File: src/rtl/nand_logic_bist_if.sv
// Bus bundle for nand_logic_bist: functional request/response plus BIST control/status.
interface nand_logic_bist_if #(
    parameter int WIDTH = 4,
    parameter int ERR_W = 16
);
    logic             Valid_in;
    logic [2:0]       Op;
    logic [WIDTH-1:0] A;
    logic [WIDTH-1:0] B;
    logic [WIDTH-1:0] Out;
    logic             Valid_out;
    logic             Op_err;
    logic             Start;
    logic             Inject;
    logic             Busy;
    logic             Done;
    logic             Pass;
    logic [ERR_W-1:0] Err_count;

    modport master (
        output Valid_in, Op, A, B, Start, Inject,
        input  Out, Valid_out, Op_err, Busy, Done, Pass, Err_count
    );

    modport slave (
        input  Valid_in, Op, A, B, Start, Inject,
        output Out, Valid_out, Op_err, Busy, Done, Pass, Err_count
    );
endinterface

File: src/rtl/nand_logic_bist.sv
// Registered bitwise logic unit built from 2-input NAND cells, with an
// exhaustive self-test sequencer comparing every opcode/operand combination
// against a behavioural golden model.
module nand_logic_bist #(
    parameter int WIDTH = 4,
    parameter int ERR_W = 16
) (
    input logic              Clk,
    input logic              Rst_n,
    nand_logic_bist_if.slave bus
);
    // Counter holds {op[2:0], a, b}; op never exceeds 4 so NVEC-1 always fits.
    localparam int CNT_W = 2 * WIDTH + 3;
    localparam int NVEC  = 5 * (1 << (2 * WIDTH));
    localparam logic [CNT_W-1:0] LAST_VEC = CNT_W'(NVEC - 1);

    localparam logic [1:0] S_IDLE  = 2'd0;
    localparam logic [1:0] S_RUN   = 2'd1;
    localparam logic [1:0] S_FLUSH = 2'd2;
    localparam logic [1:0] S_DONE  = 2'd3;

    logic [1:0]       state_q;
    logic [CNT_W-1:0] vec_cnt_q;
    logic             run;
    logic             func_fire;

    logic [2:0]       vec_op;
    logic [WIDTH-1:0] vec_a;
    logic [WIDTH-1:0] vec_b;

    logic [2:0]       dp_op;
    logic [WIDTH-1:0] dp_a;
    logic [WIDTH-1:0] dp_b;
    logic [WIDTH-1:0] dp_res;
    logic             dp_rsvd;
    logic [WIDTH-1:0] n_ab;
    logic [WIDTH-1:0] inv_a;
    logic [WIDTH-1:0] inv_b;
    logic [WIDTH-1:0] and_r;
    logic [WIDTH-1:0] or_r;
    logic [WIDTH-1:0] xor_r;

    logic [WIDTH-1:0] res_q;
    logic [WIDTH-1:0] gold_q;
    logic             chk_q;
    logic             mismatch;
    logic [ERR_W-1:0] err_q;
    logic [ERR_W-1:0] err_d;
    logic             pass_q;

    logic [WIDTH-1:0] out_q;
    logic             valid_out_q;
    logic             op_err_q;

    // Single 2-input NAND cell, applied bitwise across the operand width.
    function automatic logic [WIDTH-1:0] nand2(input logic [WIDTH-1:0] x,
                                               input logic [WIDTH-1:0] y);
        return ~(x & y);
    endfunction

    // Behavioural reference used only on the self-test compare path.
    function automatic logic [WIDTH-1:0] golden(input logic [2:0]       op,
                                                input logic [WIDTH-1:0] a,
                                                input logic [WIDTH-1:0] b);
        case (op)
            3'd0:    return a | b;
            3'd1:    return a & b;
            3'd2:    return a ^ b;
            3'd3:    return ~(a & b);
            3'd4:    return ~a;
            default: return '0;
        endcase
    endfunction

    assign run       = (state_q == S_RUN);
    assign func_fire = bus.Valid_in && (state_q == S_IDLE);

    assign vec_b  = vec_cnt_q[WIDTH-1:0];
    assign vec_a  = vec_cnt_q[2*WIDTH-1:WIDTH];
    assign vec_op = vec_cnt_q[CNT_W-1 -: 3];

    // The datapath is shared: self-test vectors drive it only while RUN,
    // so a request in the same cycle as Start still sees its own operands.
    assign dp_op = run ? vec_op : bus.Op;
    assign dp_a  = run ? vec_a  : bus.A;
    assign dp_b  = run ? vec_b  : bus.B;

    // NAND-only gate network and opcode select.
    always_comb begin
        n_ab   = nand2(dp_a, dp_b);
        inv_a  = nand2(dp_a, dp_a);
        inv_b  = nand2(dp_b, dp_b);
        and_r  = nand2(n_ab, n_ab);
        or_r   = nand2(inv_a, inv_b);
        xor_r  = nand2(nand2(dp_a, n_ab), nand2(dp_b, n_ab));
        dp_res = '0;
        case (dp_op)
            3'd0:    dp_res = or_r;
            3'd1:    dp_res = and_r;
            3'd2:    dp_res = xor_r;
            3'd3:    dp_res = n_ab;
            3'd4:    dp_res = inv_a;
            default: dp_res = '0;
        endcase
        dp_rsvd = (dp_op > 3'd4);
    end

    // Self-test sequencer and vector counter.
    always_ff @(posedge Clk or negedge Rst_n) begin
        if (!Rst_n) begin
            state_q   <= S_IDLE;
            vec_cnt_q <= '0;
        end else begin
            case (state_q)
                S_IDLE: begin
                    if (bus.Start) begin
                        state_q   <= S_RUN;
                        vec_cnt_q <= '0;
                    end
                end
                S_RUN: begin
                    if (vec_cnt_q == LAST_VEC) begin
                        state_q <= S_FLUSH;
                    end else begin
                        vec_cnt_q <= vec_cnt_q + 1'b1;
                    end
                end
                S_FLUSH: state_q <= S_DONE;
                default: state_q <= S_IDLE;
            endcase
        end
    end

    // Register each self-test result (with optional bit-0 fault) and its golden value.
    always_ff @(posedge Clk or negedge Rst_n) begin
        if (!Rst_n) begin
            res_q  <= '0;
            gold_q <= '0;
            chk_q  <= 1'b0;
        end else begin
            chk_q <= run;
            if (run) begin
                res_q  <= dp_res ^ WIDTH'(bus.Inject);
                gold_q <= golden(vec_op, vec_a, vec_b);
            end
        end
    end

    // Next error count: saturating increment on a registered mismatch.
    always_comb begin
        mismatch = chk_q && (res_q != gold_q);
        err_d    = err_q;
        if (mismatch && (err_q != '1)) begin
            err_d = err_q + 1'b1;
        end
    end

    // Error counter and pass flag; pass is resolved after the final vector's check.
    always_ff @(posedge Clk or negedge Rst_n) begin
        if (!Rst_n) begin
            err_q  <= '0;
            pass_q <= 1'b0;
        end else begin
            if ((state_q == S_IDLE) && bus.Start) begin
                err_q <= '0;
            end else begin
                err_q <= err_d;
            end
            if (state_q == S_FLUSH) begin
                pass_q <= (err_d == '0);
            end
        end
    end

    // Functional result register; requests are only accepted while idle.
    always_ff @(posedge Clk or negedge Rst_n) begin
        if (!Rst_n) begin
            out_q       <= '0;
            valid_out_q <= 1'b0;
            op_err_q    <= 1'b0;
        end else begin
            valid_out_q <= func_fire;
            if (func_fire) begin
                out_q    <= dp_res;
                op_err_q <= dp_rsvd;
            end
        end
    end

    assign bus.Out       = out_q;
    assign bus.Valid_out = valid_out_q;
    assign bus.Op_err    = op_err_q;
    assign bus.Busy      = (state_q != S_IDLE);
    assign bus.Done      = (state_q == S_DONE);
    assign bus.Pass      = pass_q;
    assign bus.Err_count = err_q;
endmodule
File: src/flat_wrapper.sv
// flat-port wrapper written by rule: the top's interface ports become plain ports
module nand_logic_bist_flat 
#(
    parameter int WIDTH = 4,
    parameter int ERR_W = 16
)
  (Clk, Rst_n, bus_Valid_in, bus_Op, bus_A, bus_B, bus_Start, bus_Inject, bus_Out, bus_Valid_out, bus_Op_err, bus_Busy, bus_Done, bus_Pass, bus_Err_count);
  nand_logic_bist_if #(.WIDTH(WIDTH), .ERR_W(ERR_W)) bus_i ();
  input logic Clk;
  input logic Rst_n;
  input wire logic [$bits(bus_i.Valid_in)-1:0] bus_Valid_in;
  input wire logic [$bits(bus_i.Op)-1:0] bus_Op;
  input wire logic [$bits(bus_i.A)-1:0] bus_A;
  input wire logic [$bits(bus_i.B)-1:0] bus_B;
  input wire logic [$bits(bus_i.Start)-1:0] bus_Start;
  input wire logic [$bits(bus_i.Inject)-1:0] bus_Inject;
  output wire logic [$bits(bus_i.Out)-1:0] bus_Out;
  output wire logic [$bits(bus_i.Valid_out)-1:0] bus_Valid_out;
  output wire logic [$bits(bus_i.Op_err)-1:0] bus_Op_err;
  output wire logic [$bits(bus_i.Busy)-1:0] bus_Busy;
  output wire logic [$bits(bus_i.Done)-1:0] bus_Done;
  output wire logic [$bits(bus_i.Pass)-1:0] bus_Pass;
  output wire logic [$bits(bus_i.Err_count)-1:0] bus_Err_count;
  assign bus_i.Valid_in = bus_Valid_in;
  assign bus_i.Op = bus_Op;
  assign bus_i.A = bus_A;
  assign bus_i.B = bus_B;
  assign bus_i.Start = bus_Start;
  assign bus_i.Inject = bus_Inject;
  assign bus_Out = bus_i.Out;
  assign bus_Valid_out = bus_i.Valid_out;
  assign bus_Op_err = bus_i.Op_err;
  assign bus_Busy = bus_i.Busy;
  assign bus_Done = bus_i.Done;
  assign bus_Pass = bus_i.Pass;
  assign bus_Err_count = bus_i.Err_count;
  nand_logic_bist #(.WIDTH(WIDTH), .ERR_W(ERR_W)) u_core (.Clk(Clk), .Rst_n(Rst_n), .bus(bus_i));
endmodule
File: config.mk
export PLATFORM = sky130hd
export DESIGN_NAME = nand_logic_bist_flat
export DESIGN_NICKNAME = d
export VERILOG_FILES = /design/src/rtl/nand_logic_bist_if.sv /design/src/rtl/nand_logic_bist.sv /design/src/flat_wrapper.sv
export SDC_FILE = /design/constraint.sdc
export NUM_CORES = 1
export LEC_CHECK = 0
export CORE_AREA = 2 2 83 85
export CTS_CLUSTER_DIAMETER = 120
export DETAILED_ROUTE_END_ITERATION = 8
export DIE_AREA = 0 0 85 87
export PLACE_DENSITY = 0.68
export SYNTH_ARGS = -nofsm -noshare
export SYNTH_HDL_FRONTEND = slang
export SYNTH_SLANG_ARGS = --single-unit
File: constraint.sdc
create_clock -name Clk -period 5.69 [get_ports Clk]
set_input_delay 1.138 -clock Clk [delete_from_list [all_inputs] [get_ports Clk]]
set_output_delay 1.138 -clock Clk [all_outputs]
set_load 0.01 [all_outputs]
==> key figures <==
GRT
  – Vias in the first global route: 2520
  – Total track usage: 20.0%
  – First-pass GRT wire length: 12000 um
  – Largest net degree at the start of global routing: 46
  – Antenna violations before repair: 0
  – Total gr overflow: 0

STA
  – Tcrit/Tclk final: 52.7%
  – Slew HR: 32.1%
  – Fin crit period: 3.00 ns
  – Setup TNS: 0 ns
  – Hold Vio Cnt, Final: 0
  – Worst clock skew: 0.00296 ns
  – Final Max Slew Viols: 0
  – Least-Margin Pin Slew: 1.02 ns
  – F_max: 333 MHz
  – Final hold slack: 0.488 ns
  – Setup violators final: 0
  – RSZ-0062 raised after global routing: false

Final layout
  – Finished Cell Area: 0.00370 mm2
  – Ant. Diodes: 0
  – Area grow syn2layout: 16.0%
  – Share of layout cells above drive strength 1: 7.03%
  – Fillcell total: 598
  – Final #Nets: 421

Power
  – P_int: 777 uW
  – Clk pwr share: 17.3%
  – Reg power frac: 36.7%
  – Power, Total: 1.25 mW
  – Combinational power share: 46.1%
  – Leakage: 1.58 nW
  – Sw Ratio: 37.7%
  – P per Cell Area: 337 mW/mm2
  – Psw: 470 uW
  – Highest ir drop seen on vdd: 0.181 mV

Floorplan
  – Number of core rows: 30
  – Die ar.: 0.00740 mm2
  – Top-level I/O count: 41
  – Die X: 85 um
  – Core area: 0.00657 mm2
  – Initial core utilization: 48.6%
  – Die H: 87 um

Synth
  – Synth Warn #: 0
  – Asr flop ratio synth: 100%
  – Mean Syn Cell Area: 8.94 um2
  – Synth top area share: 35.3%
  – Largest cells by area after synthesis: dfrtp_1, ha_1, xnor2_1
  – Sequential area share after synthesis: 35.3%
  – Main synth FF type: dfrtp_1
  – Synth unique cells: 50
  – Leading area contributor after synthesis: dfrtp_1
  – Post-Syn Area: 0.00319 mm2
  – Post-synth net total: 395
  – Number of synthesized flops with an enable pin: 0
  – Cells after Synth: 357
  – #FFs+latches synth: 45

Routing
  – Routed WL: 7010 um
  – Routed vias/inst: 5.64
  – Post-route ant nets: 0
  – Via count: 2616
  – DR pass1 iterations: 4
  – 1st-iter DRT viols: 146
  – # DRC: 0
  – WL/cell: 15.1 um

Critical path
  – Crit path max-delay family: simple AND/OR/NAND/NOR gates
  – Worst path bufs/invs: 0
  – Worst path max stage delay: 0.69 ns
  – Crit Path Category: flip-flop to flip-flop
  – CP Launch Type: flip-flop
  – Worst Path Required: 5.92 ns
  – Crit-path cells: ha_1 -> nand4_1 -> or4_1 -> nand2_1 -> o31ai_1 -> a2111oi_1 -> a41o_1
  – Crit path DAT: 3.23 ns
  – Worst Path Max Fanout: 13
  – Endpoint type of the worst setup path: flip-flop
  – Worst path slowest cell: or4_1

Clocking
  – # hold bufs at CTS: 0
  – CTS tree: done
  – Resize count post-CTS: 0
  – Clock transition at path regs: 0.08 ns
  – Total CTS buffers: 5
  – Clock buffer depth: 2
  – Clock latency on the worst-skew pair: 0.29 ns
  – CTS root buf: clkbuf_8
  – Post-CTS Setup Bufs: 0
  – Clock Sinks: 45
  – Htree depth: 2

Status
  – Status: complete, no violations

Placed design
  – DP Area: 0.00360 mm2
  – RD Place Congestion: 0.836
  – Final HPWL DP: 5180 um
  – PortBufs: 40

Hold path
  – Hold WC Path Type: flip-flop to flip-flop

Flow run
  – Max Cap Viol: 0
==> placed cells by master (no fill, tap or decap), drive strengths merged, types with 3 or more instances in the layout <==
cell type       n
nand3          17
o221ai          4
nand2b          4
a21oi          12
and4            3
ha             22
nand4          11
and2            4
nor2b           6
nand2          21
a22oi           3
o21ai          11
clkbuf          7
o211ai          3
nor3            8
xnor2          20
dfrtp          45
clkdlybuf4s50  39
nor2           41
xor2           12
inv            24
o21a            4
a22o            9
mux2i          11
mux2           12
==> flip-flops by register name (all words and copies together), names as in the netlist <==
register / flops
u_core.gold_q: 4
u_core.vec_cnt_q: 11
u_core.res_q: 4
u_core.state_q: 2
u_core.bus.Err_count: 16
u_core.chk_q: 1
u_core.bus.Valid_out: 1
u_core.bus.Pass: 1
u_core.bus.Out: 4
u_core.bus.Op_err: 1
==> logic make-up (layout without fill, tap and decap cells) <==
logic type	Yosys count	after routing	synth area share (%)
adders and majority gates	22	22	8.62
buffers and inverters	46	73	5.76
DFF	45	45	35.3
and+or+nand+nor	125	125	19.1
xor gates and xnor gates	32	32	8.78
AOI/OAI and AO/OA	64	64	14.7
muxes	23	23	7.68
==> stage by stage <==
step | setup WS, ns | cells | utilization (%)
after floorplan | 2.79 | 357 | -
after global placement | 2.56 | 456 | 54.8
after detailed placement | 2.51 | 456 | 54.8
after CTS | 2.65 | 464 | 56.4
after global routing | 2.46 | 464 | 56.4
final | 2.69 | 464 | 56.4
==> synth_stat cells, types with 2 or more instances <==
cell / count
a21oi_1: 12
a22o_1: 9
a22oi_1: 3
a41o_1: 2
and2_1: 3
and3_1: 2
and4_1: 2
buf_1: 2
buf_2: 8
clkbuf_1: 11
dfrtp_1: 45
ha_1: 22
inv_1: 24
mux2_2: 12
mux2i_1: 11
nand2_1: 21
nand2b_1: 4
nand3_1: 17
nand4_1: 11
nor2_1: 41
nor2b_1: 6
nor3_1: 8
nor4_1: 2
o211ai_1: 3
o21a_1: 4
o21ai_0: 11
o221ai_1: 4
o31ai_1: 2
o32ai_1: 2
or3_1: 2
or4_1: 2
xnor2_1: 20
xor2_1: 12
==> area by class of cell <==
class	count	area [um2]	area share, %
multi-input cells	266	1880	50.8
flip-flops and latches	45	1130	30.4
repair buffers	41	403	10.9
well taps	80	100	2.70
clock buffers	7	96.3	2.60
inverters	24	90.1	2.43
clock inverters	1	5.00	0.135
==> final timing paths <==
path	start	endpoint	slack, ns	depth (start not counted)
max in group asynchronous	Rst_n	u_core.state_q[0]	4.05	1
min in group asynchronous	Rst_n	u_core.bus.Err_count[2]	1.01	1
min reg2reg	u_core.bus.Out[0]	u_core.bus.Out[0]	0.49	2
min	u_core.bus.Out[0]	u_core.bus.Out[0]	0.49	2
max	u_core.bus.Err_count[0]	u_core.bus.Pass	2.69	7
max reg2reg	u_core.bus.Err_count[0]	u_core.bus.Pass	2.69	7
==> metal layers <==
metal / global-route usage (%) / up-vias / share of wire [%]
li1: - / 1304 / -
met1: 26.0 / 1247 / 46
met2: 34.6 / 61 / 49
met3: 3.70 / 4 / 3.8
met4: 4.76 / 0 / 0.68
met5: 0 / - / 0
==> power groups by stage <==
stage | Sequential (mW) | Combinational (mW) | Clock, mW
after global placement | 0.463 | 0.568 | 0
after detailed placement | 0.465 | 0.578 | 0
after floorplan | 0.457 | 0.409 | 0
after global routing | 0.470 | 0.645 | 0.234
after CTS | 0.459 | 0.580 | 0.224
final | 0.457 | 0.574 | 0.216
==> worst reg2reg max path, stage by stage (launching register included) <==
cell and delay (ns):
dfrtp_1 0.49, ha_1 0.30, nand4_1 0.22, or4_1 0.69, nand2_1 0.41, o31ai_1 0.14, a2111oi_1 0.47, a41o_1 0.23
Power figures use the tool's default switching activity.
==> RTL edit (config.mk and constraints unchanged) <==
`WIDTH` is set to 4 in 3 places; all go to 3.
--- a/src/rtl/nand_logic_bist_if.sv
+++ b/src/rtl/nand_logic_bist_if.sv
@@ -1,6 +1,6 @@
 // Bus bundle for nand_logic_bist: functional request/response plus BIST control/status.
 interface nand_logic_bist_if #(
-    parameter int WIDTH = 4,
+    parameter int WIDTH = 3,
     parameter int ERR_W = 16
 );
     logic             Valid_in;
--- a/src/rtl/nand_logic_bist.sv
+++ b/src/rtl/nand_logic_bist.sv
@@ -2,7 +2,7 @@
 // exhaustive self-test sequencer comparing every opcode/operand combination
 // against a behavioural golden model.
 module nand_logic_bist #(
-    parameter int WIDTH = 4,
+    parameter int WIDTH = 3,
     parameter int ERR_W = 16
 ) (
     input logic              Clk,
--- a/src/flat_wrapper.sv
+++ b/src/flat_wrapper.sv
@@ -1,7 +1,7 @@
 // flat-port wrapper written by rule: the top's interface ports become plain ports
 module nand_logic_bist_flat 
 #(
-    parameter int WIDTH = 4,
+    parameter int WIDTH = 3,
     parameter int ERR_W = 16
 )
   (Clk, Rst_n, bus_Valid_in, bus_Op, bus_A, bus_B, bus_Start, bus_Inject, bus_Out, bus_Valid_out, bus_Op_err, bus_Busy, bus_Done, bus_Pass, bus_Err_count);
Interface: changed (resized bus_A, bus_B and bus_Out); port bits go from 41 to 38. No check against the original RTL was run, so the function may have changed too.
==> RTL edit against the unedited design <==
  * Routed wire length decreased by 15%
  * Synthesized area shrank 12%
  * Cell area is 11% lower
  * Clock power fell by 8%
  * Hold slack got worse by 0.0059 ns
  * Total power shrank 9.6%
  * Sequential cell count down 5
  * Setup slack better by 0.048 ns
  * Count of clock-buffer cells in the layout is 1 higher
==> RTL edit: results (changes against the unedited design) <==
\begin{tabular}{lr}
\hline
Metric & Value \\
\hline
\multicolumn{2}{l}{\textbf{Outcome}} \\
Run status & finished clean (unchanged) \\
\multicolumn{2}{l}{\textbf{Placement}} \\
Number of placed instances, taps included & 411 (was 456) \\
Count of port buffers added during placement & 37 (was 40) \\
DP Wirelength & 4420 um (was 5178 um) \\
Final estimated routing congestion in global placement & 0.8233 (was 0.8362) \\
\multicolumn{2}{l}{\textbf{Detailed routing}} \\
1st-iter DRT viols & 86 (was 146) \\
Via-to-Cell Ratio & 5.513 (was 5.638) \\
Average routed wire per standard cell & 14.29 um (was 15.11 um) \\
\multicolumn{2}{l}{\textbf{Setup path}} \\
Maximum fanout along the worst path & 5 (was 13) \\
Worst Reg2Reg Path Length in Cells & 9 (was 7) \\
Capture instance of the worst register-to-register path & u\_core.res\_q[0] (was u\_core.bus.Pass) \\
Slowest library cell on the worst path & sky130\_fd\_sc\_hd\_\_clkdlybuf4s50\_1 (was sky130\_fd\_sc\_hd\_\_or4\_1) \\
Worst setup slack for register-to-register paths & 2.92 ns (was 2.69 ns) \\
Biggest cell delay along the critical path & 0.56 ns (was 0.69 ns) \\
Beginning of the worst register-to-register path & u\_core.state\_q[1] (was u\_core.bus.Err\_count[0]) \\
\multicolumn{2}{l}{\textbf{Cells and area}} \\
Area occupied by multi-input gates & 1643 um\^{}2 (was 1882 um\^{}2) \\
FILL cells & 616 (was 598) \\
Combined flip-flop and latch cell area & 1001 um\^{}2 (was 1126 um\^{}2) \\
Net count, final & 371 (was 421) \\
\multicolumn{2}{l}{\textbf{Yosys}} \\
Sequential share of the synthesized area & 35.59\% (was 35.28\%) \\
Netlist cell types & 49 (was 50) \\
Post-Syn Nets & 342 (was 395) \\
\multicolumn{2}{l}{\textbf{GRT}} \\
Maximum number of pins on one net before global-route repair & 41 (was 46) \\
Overall global routing resource usage & 17.06\% (was 19.99\%) \\
\multicolumn{2}{l}{\textbf{Power and ir drop}} \\
Internal Dissipation & 0.6889 mW (was 0.7768 mW) \\
\multicolumn{2}{l}{\textbf{STA}} \\
Final Hold Slack & 0.4826 ns (was 0.4884 ns) \\
\multicolumn{2}{l}{\textbf{Min path}} \\
Startpoint of the worst hold path & u\_core.bus.Out[2] (was u\_core.bus.Out[0]) \\
WHS Endpoint & u\_core.bus.Out[2] (was u\_core.bus.Out[0]) \\
\hline
\end{tabular}
==> RTL edit: cells by family after synthesis <==
group / Yosys count / share of synthesized area (%)
flip-flops: 40 / 35.59
XOR/XNOR: 34 / 10.59
AND/OR/NAND/NOR: 113 / 20.86
AO/OA/AOI/OAI: 51 / 12.77
adder cells (fa/ha/maj): 19 / 8.452
multiplexers: 15 / 5.739
buffers and inverters: 37 / 6.005
==> RTL edit: worst max-delay path by stage <==
| stage | startpoint | slack, ns | to |
|---|---|---|---|
| after floorplan | bus_A[0] | 3.15 | u_core.res_q[0] |
| after global placement | bus_Op[1] | 2.48 | u_core.res_q[0] |
| after detailed placement | bus_Op[1] | 2.48 | u_core.res_q[0] |
| after CTS | u_core.state_q[0] | 2.71 | bus_Busy |
| after global routing | bus_Op[1] | 2.60 | u_core.res_q[0] |
| final | u_core.state_q[0] | 2.74 | bus_Busy |
==> RTL edit: layout make-up <==
cell class	instances	area share, %
Timing Repair Buffer	39	11.56
Multi-Input combinational cell	232	49.94
Clock buffer	8	2.739
Inverter	20	2.282
Tap cell	80	3.043
Sequential cell	40	30.43
==> RTL edit: per-layer routing <==
metal	wire length, um	share of wire (%)	up-vias	GRT usage [%]
met4	106	1.8	0	6.061
li1	-	-	1131	-
met3	208	3.5	14	3.128
met2	2944	49	47	30.33
met1	2729	46	1118	20.69
met5	0	0	-	0
==> RTL edit: power groups by stage <==
stage | Sequential (mW) | Clock [mW] | Combinational [mW]
after floorplan | 0.411 | 0 | 0.365
after global placement | 0.418 | 0 | 0.507
after detailed placement | 0.420 | 0 | 0.519
after CTS | 0.414 | 0.205 | 0.521
after global routing | 0.424 | 0.215 | 0.584
final | 0.414 | 0.198 | 0.516
